**src/rtl/mem_pkg.sv**
```systemverilog
// Shared memory-request types used by the request queue and the
// memory_controller command decode.
package mem_pkg;

    localparam int MEM_ADDR_W = 25;
    localparam int MEM_DATA_W = 16;

    typedef enum logic [1:0] {
        CMD_NONE  = 2'b00,
        CMD_READ  = 2'b01,
        CMD_WRITE = 2'b10
    } mem_cmd_t;

    typedef struct packed {
        logic                  write;
        logic [MEM_ADDR_W-1:0] addr;
        logic [MEM_DATA_W-1:0] wdata;
    } mem_req_t;

    function automatic mem_cmd_t cmd_of(input logic write);
        return write ? CMD_WRITE : CMD_READ;
    endfunction

endpackage

```
**src/rtl/mem_req_fifo.sv**
```systemverilog
// Synchronous request FIFO with a head-of-queue view; the head stays
// visible until popped.
import mem_pkg::*;

module mem_req_fifo #(
    parameter int DEPTH = 4,
    localparam int PTR_W = $clog2(DEPTH),
    localparam int LVL_W = PTR_W + 1
) (
    input  logic             clk,
    input  logic             rst_n,
    input  logic             push,
    input  mem_req_t         push_data,
    input  logic             pop,
    output mem_req_t         head,
    output logic             full,
    output logic             empty,
    output logic [LVL_W-1:0] level
);

    logic [PTR_W-1:0] wr_ptr_q, wr_ptr_d;
    logic [PTR_W-1:0] rd_ptr_q, rd_ptr_d;
    logic [LVL_W-1:0] cnt_q, cnt_d;
    mem_req_t         mem_q [DEPTH];
    logic             do_push;
    logic             do_pop;

    assign full    = (cnt_q == LVL_W'(DEPTH));
    assign empty   = (cnt_q == '0);
    assign level   = cnt_q;
    assign head    = mem_q[rd_ptr_q];
    assign do_push = push && !full;
    assign do_pop  = pop && !empty;

    // Pointers wrap naturally because DEPTH is a power of two.
    always_comb begin
        wr_ptr_d = wr_ptr_q;
        rd_ptr_d = rd_ptr_q;
        cnt_d    = cnt_q;
        if (do_push) wr_ptr_d = wr_ptr_q + PTR_W'(1);
        if (do_pop)  rd_ptr_d = rd_ptr_q + PTR_W'(1);
        if (do_push && !do_pop) cnt_d = cnt_q + LVL_W'(1);
        if (do_pop && !do_push) cnt_d = cnt_q - LVL_W'(1);
    end

    always_ff @(posedge clk) begin
        if (!rst_n) begin
            wr_ptr_q <= '0;
            rd_ptr_q <= '0;
            cnt_q    <= '0;
        end else begin
            wr_ptr_q <= wr_ptr_d;
            rd_ptr_q <= rd_ptr_d;
            cnt_q    <= cnt_d;
        end
    end

    always_ff @(posedge clk) begin
        if (do_push) mem_q[wr_ptr_q] <= push_data;
    end

endmodule

```
**src/rtl/mem_request_queue.sv**
```systemverilog
// Request queue in front of memory_controller: one command in flight.
// Optional WAIT timeout enabled by defining MEM_REQ_TIMEOUT_EN.
import mem_pkg::*;

module mem_request_queue #(
    parameter int DEPTH   = 4,
    parameter int ADDR_W  = 25,
    parameter int DATA_W  = 16,
    parameter int TIMEOUT = 255
) (
    input  logic                   clk,
    input  logic                   rst_n,
    input  logic                   req_valid,
    output logic                   req_ready,
    input  logic                   req_write,
    input  logic [ADDR_W-1:0]      req_addr,
    input  logic [DATA_W-1:0]      req_wdata,
    output logic                   rsp_valid,
    output logic                   rsp_write,
    output logic [DATA_W-1:0]      rsp_rdata,
    output logic                   rsp_err,
    output logic [$clog2(DEPTH):0] level,
    output logic [1:0]             mc_cmd,
    output logic [ADDR_W-1:0]      mc_addr,
    output logic                   mc_ready,
    output logic [DATA_W-1:0]      mc_dq_out,
    output logic                   mc_dq_oe,
    input  logic [DATA_W-1:0]      mc_dq_in,
    input  logic                   mc_valid
);

    if ((DEPTH < 2) || ((DEPTH & (DEPTH - 1)) != 0) || (TIMEOUT < 1)
        || (ADDR_W != MEM_ADDR_W) || (DATA_W != MEM_DATA_W)) begin : g_bad_param
        $error("mem_request_queue: unsupported parameters");
    end

    typedef enum logic [1:0] {
        S_IDLE,
        S_ISSUE,
        S_WAIT,
        S_RESP
    } state_t;

    state_t            state_q, state_d;
    mem_cmd_t          mc_cmd_q, mc_cmd_d;
    logic [ADDR_W-1:0] mc_addr_q, mc_addr_d;
    logic [DATA_W-1:0] mc_dq_out_q, mc_dq_out_d;
    logic              mc_ready_q, mc_ready_d;
    logic              mc_dq_oe_q, mc_dq_oe_d;
    logic              rsp_valid_q, rsp_valid_d;
    logic              rsp_write_q, rsp_write_d;
    logic [DATA_W-1:0] rsp_rdata_q, rsp_rdata_d;
    logic              rsp_err_q, rsp_err_d;

    mem_req_t          push_data;
    mem_req_t          head;
    logic              fifo_full;
    logic              fifo_empty;
    logic              fifo_pop;
    logic              to_hit;
    logic              in_write;

    assign push_data = '{write: req_write, addr: req_addr, wdata: req_wdata};
    assign req_ready = !fifo_full;

    mem_req_fifo #(.DEPTH(DEPTH)) u_fifo (
        .clk       (clk),
        .rst_n     (rst_n),
        .push      (req_valid && req_ready),
        .push_data (push_data),
        .pop       (fifo_pop),
        .head      (head),
        .full      (fifo_full),
        .empty     (fifo_empty),
        .level     (level)
    );

`ifdef MEM_REQ_TIMEOUT_EN
    localparam int CNT_W = $clog2(TIMEOUT + 1);

    logic [CNT_W-1:0] to_cnt_q, to_cnt_d;

    assign to_hit = (state_q == S_WAIT) && (to_cnt_q == CNT_W'(TIMEOUT));

    always_comb begin
        to_cnt_d = to_cnt_q;
        if (state_q == S_ISSUE) begin
            to_cnt_d = '0;
        end else if (state_q == S_WAIT && !to_hit) begin
            to_cnt_d = to_cnt_q + CNT_W'(1);
        end
    end

    always_ff @(posedge clk) begin
        if (!rst_n) to_cnt_q <= '0;
        else        to_cnt_q <= to_cnt_d;
    end
`else
    assign to_hit = 1'b0;
`endif

    assign in_write = (mc_cmd_q == CMD_WRITE);

    always_comb begin
        state_d     = state_q;
        mc_cmd_d    = mc_cmd_q;
        mc_addr_d   = mc_addr_q;
        mc_dq_out_d = mc_dq_out_q;
        mc_ready_d  = 1'b0;
        mc_dq_oe_d  = mc_dq_oe_q;
        rsp_valid_d = 1'b0;
        rsp_write_d = rsp_write_q;
        rsp_rdata_d = rsp_rdata_q;
        rsp_err_d   = rsp_err_q;
        fifo_pop    = 1'b0;
        unique case (state_q)
            S_IDLE: begin
                if (!fifo_empty) state_d = S_ISSUE;
            end
            S_ISSUE: begin
                mc_ready_d  = 1'b1;
                mc_cmd_d    = cmd_of(head.write);
                mc_addr_d   = head.addr;
                mc_dq_out_d = head.wdata;
                mc_dq_oe_d  = head.write;
                state_d     = S_WAIT;
            end
            S_WAIT: begin
                // Completion wins over a timeout landing on the same edge.
                if (mc_valid || to_hit) begin
                    fifo_pop    = 1'b1;
                    rsp_valid_d = 1'b1;
                    rsp_write_d = in_write;
                    rsp_err_d   = !mc_valid;
                    rsp_rdata_d = (in_write || !mc_valid) ? '0 : mc_dq_in;
                    mc_cmd_d    = CMD_NONE;
                    mc_dq_oe_d  = 1'b0;
                    state_d     = S_RESP;
                end
            end
            S_RESP: begin
                state_d = S_IDLE;
            end
        endcase
    end

    always_ff @(posedge clk) begin
        if (!rst_n) begin
            state_q     <= S_IDLE;
            mc_cmd_q    <= CMD_NONE;
            mc_addr_q   <= '0;
            mc_dq_out_q <= '0;
            mc_ready_q  <= 1'b0;
            mc_dq_oe_q  <= 1'b0;
            rsp_valid_q <= 1'b0;
            rsp_write_q <= 1'b0;
            rsp_rdata_q <= '0;
            rsp_err_q   <= 1'b0;
        end else begin
            state_q     <= state_d;
            mc_cmd_q    <= mc_cmd_d;
            mc_addr_q   <= mc_addr_d;
            mc_dq_out_q <= mc_dq_out_d;
            mc_ready_q  <= mc_ready_d;
            mc_dq_oe_q  <= mc_dq_oe_d;
            rsp_valid_q <= rsp_valid_d;
            rsp_write_q <= rsp_write_d;
            rsp_rdata_q <= rsp_rdata_d;
            rsp_err_q   <= rsp_err_d;
        end
    end

    assign mc_cmd    = mc_cmd_q;
    assign mc_addr   = mc_addr_q;
    assign mc_dq_out = mc_dq_out_q;
    assign mc_ready  = mc_ready_q;
    assign mc_dq_oe  = mc_dq_oe_q;
    assign rsp_valid = rsp_valid_q;
    assign rsp_write = rsp_write_q;
    assign rsp_rdata = rsp_rdata_q;
    assign rsp_err   = rsp_err_q;

endmodule

```
**config.mk**
```make
export PLATFORM = sky130hd
export DESIGN_NAME = mem_request_queue
export DESIGN_NICKNAME = d
export VERILOG_FILES = /design/src/rtl/mem_pkg.sv /design/src/rtl/mem_req_fifo.sv /design/src/rtl/mem_request_queue.sv
export SDC_FILE = /design/constraint.sdc
export NUM_CORES = 1
export LEC_CHECK = 0
export BUFFER_PORTS_ARGS = -buffer_cell sky130_fd_sc_hd__buf_2
export CAP_MARGIN = 25
export CORE_UTILIZATION = 55
export DETAILED_ROUTE_END_ITERATION = 8
export PLACE_DENSITY = 0.73
export SLEW_MARGIN = 20
export SYNTH_ARGS = -nofsm -noshare
export SYNTH_HDL_FRONTEND = slang
export SYNTH_SLANG_ARGS = --single-unit
```
**constraint.sdc**
```tcl
create_clock -name clk -period 2.8 [get_ports clk]
set_input_delay 0.14 -clock clk [delete_from_list [all_inputs] [get_ports clk]]
set_output_delay 0.14 -clock clk [all_outputs]
set_load 0.02 [all_outputs]
```
==> reports/metrics.cfg <==
[grt]
grt_pass1_wl_um=29400
grt_pass1_vias=5727
grt-ovfl-total=0
antenna_found_initial=0
grtUsageTotal=0.231
grt_max_degree=70

[logic_synthesis]
synth_edf_count=168
ys_ff_latch=242
synth_area_per_cell_sq_um=15.9
synth.distinct_cells=33
netlist_instances=565
synth.top_cell.area_share=0.561
yosys_warnings=0
synth_flop_cell=edfxtp_1
synth_area_sq_mm=0.00899
syn-num-nets=636
yosys-top-cells-area=edfxtp_1 (56%), dfxtp_1 (16%), mux2i_1 (9.6%), o221ai_1 (4.0%), nand3b_1 (3.5%)
synthTopCellsByCount=edfxtp_1 (168), mux2i_1 (86), dfxtp_1 (74)
yosysSeqAreaShare=0.726
yosysMostFrequentCell=edfxtp_1
synth_top_cell_by_area=edfxtp_1
synthArstFlopShare=0

[setup_path]
cp-end-kind=flip-flop
crit_required_ns=3.23
crit_path_start_kind=flip-flop
reg2reg_depth=10
r2r-start=state_q[0]
crit_start=state_q[0]
endpoint=u_fifo.level[2]
critPathKind=flip-flop to flip-flop
crit_arrival_ns=2.72
r2r-end=u_fifo.level[2]
cp_max_fo=7
r2r_slack_ns=0.52

[layout]
antenna_cells=0
nets=826
syn_to_final_growth_pct=25.2
layout-drive-gt1-share=0.245

[floorplanning]
dieArea_sq_mm=0.0169
initial_utilization=0.564
core_area_sq_mm=0.0159
rows=46
io_pins=130
dieHeight_um=130
die_w_um=130

[timing]
rsz0062_at_grt=false
fin_crit_ns=2.28
skew_ns=0.00679
tightest_slew_ns=0.782
worst_slack_ns=0.517
drv_slew=0
slew-limit-headroom=0.479
finalSetupViolCount=0
fmax_ghz=0.438
fin_setup_tns_ns=0
post-route-period-util=0.815
finalHoldViolations=0

[drt]
first_pass_iters=4
via_count=5536
drc=0
drt_iter0_drc=401
vias_per_cell=5.60
drt_wl_total_um=19300
wl_per_cell_um=19.5
postRouteAntennaNets=0

[power]
vdd_ir_drop_max_mv=0.592
p_leak_nw=4.01
p_per_area_mw_per_mm2=777

[placement]
gp_congestion=0.770
dp_slack_ns=0.537
dp_hpwl_um=10900
portBuffers=129

[cts]
clk_latency_ns=0.50
cts_root_buf=clkbuf_16
ctsResizeCount=0
clkSinkCount=242
h-tree-depth=1
post-cts-setup-buffers=0
cts_tree=yes
clkTransAtPathRegs_ns=0.06
cts_buffer_depth=3
cts_made_buffers=24

[outcome]
status=complete, no violations

[min_path]
hold_path.class=primary input to flip-flop

[job]
max_cap_viol_count=0

-- cells in the final DEF, fill, tap and decap left out, types with 5 or more instances in the layout --
master / netlist / final
edfxtp_1: 168 / 168
clkinv_2: 0 / 6
nand3_1: 17 / 16
inv_1: 9 / 9
a21boi_1: 9 / 9
buf_4: 11 / 7
mux2i_1: 86 / 86
clkbuf_16: 0 / 25
a21boi_0: 9 / 9
o21ai_0: 5 / 5
o221ai_1: 41 / 41
buf_12: 0 / 7
dlygate4sd3_1: 0 / 59
ha_1: 8 / 7
nand2_1: 27 / 27
nand3b_1: 42 / 42
buf_2: 18 / 129
dfxtp_1: 74 / 73
-- stage by stage --
stage	cells	area, sq um	power (mW)	util	hold WS, ns
floorplan	565	8990	5.19	-	0.239
global placement	885	9890	5.63	0.620	0.347
detailed placement	886	9910	5.69	0.621	0.355
CTS	988	11300	8.78	0.706	0.0318
global route	988	11300	9.07	0.706	0.0516
finish	988	11300	8.75	0.706	0.0425
-- routing by layer --
metal	part of all wire	GRT usage	vias up
met5	0	0	-
met4	0.017	0.0643	0
met3	0.062	0.0463	33
met2	0.51	0.408	186
met1	0.41	0.289	2763
li1	-	-	2554
-- cell type report --
class	count	area (sq um)
clock buffer	32	682
clock inverter	11	78.8
fill	1065	4690
inverter	9	33.8
multi-input combinational	276	2230
sequential	242	6530
tap	216	270
timing repair buffer	202	1430
-- critical path: stages, from the launching register on --
cell	delay, ns
dfxtp_1	0.34
inv_1	0.09
ha_1	0.25
nand2_1	0.10
nor2_1	0.19
ha_1	0.21
inv_1	0.06
fa_1	0.37
xor2_1	0.16
or3_1	0.30
a21boi_0	0.15
-- state kept, by name (all words and copies together), names as in the netlist, named ones only --
name             flops
mc_addr             25
mc_cmd               2
mc_dq_out           16
mc_ready             1
rsp_err              1
rsp_rdata           16
rsp_valid            1
rsp_write            1
state_q              2
u_fifo.level         3
u_fifo.mem_q       168
u_fifo.rd_ptr_q      2
u_fifo.wr_ptr_q      2
-- cells by family after synthesis --
logic type,synth area share
DFF,0.726
and+or+nand+nor,0.0722
muxes,0.0983
AOI/OAI and AO/OA,0.0612
buffers and inverters,0.0270
adders and majority gates,0.0134
xor gates and xnor gates,0.00195
-- power breakdown --
part / switching (mW) / internal [mW] / leakage [nW] / total (mW)
Sequential: 0.175 / 4.16 / 2.15 / 4.34
Combinational: 0.834 / 0.520 / 1.49 / 1.35
Clock: 1.26 / 1.80 / 0.377 / 3.06
Total: 2.27 / 6.48 / 4.01 / 8.75
-- worst min-delay path by stage --
stage	startpoint	endpoint	slack (ns)	cells past startpoint
after global routing	rst_n	flip-flop	0.05	3
after CTS	rst_n	u_fifo.wr_ptr_q[1]	0.03	3
after global placement	req_addr[13]	u_fifo.mem_q[0][29]	0.35	1
after floorplan	req_wdata[0]	u_fifo.mem_q[0][0]	0.24	0
after detailed placement	req_addr[12]	u_fifo.mem_q[3][28]	0.36	1
final	rst_n	flip-flop	0.04	3
-- what timing repair did --
action / in CTS / in global routing
endpoints found under the setup margin: 0 / 0
endpoints found under the hold margin: 185 / 0
hold buffers: 59 / 0
Power figures use the tool's default switching activity.
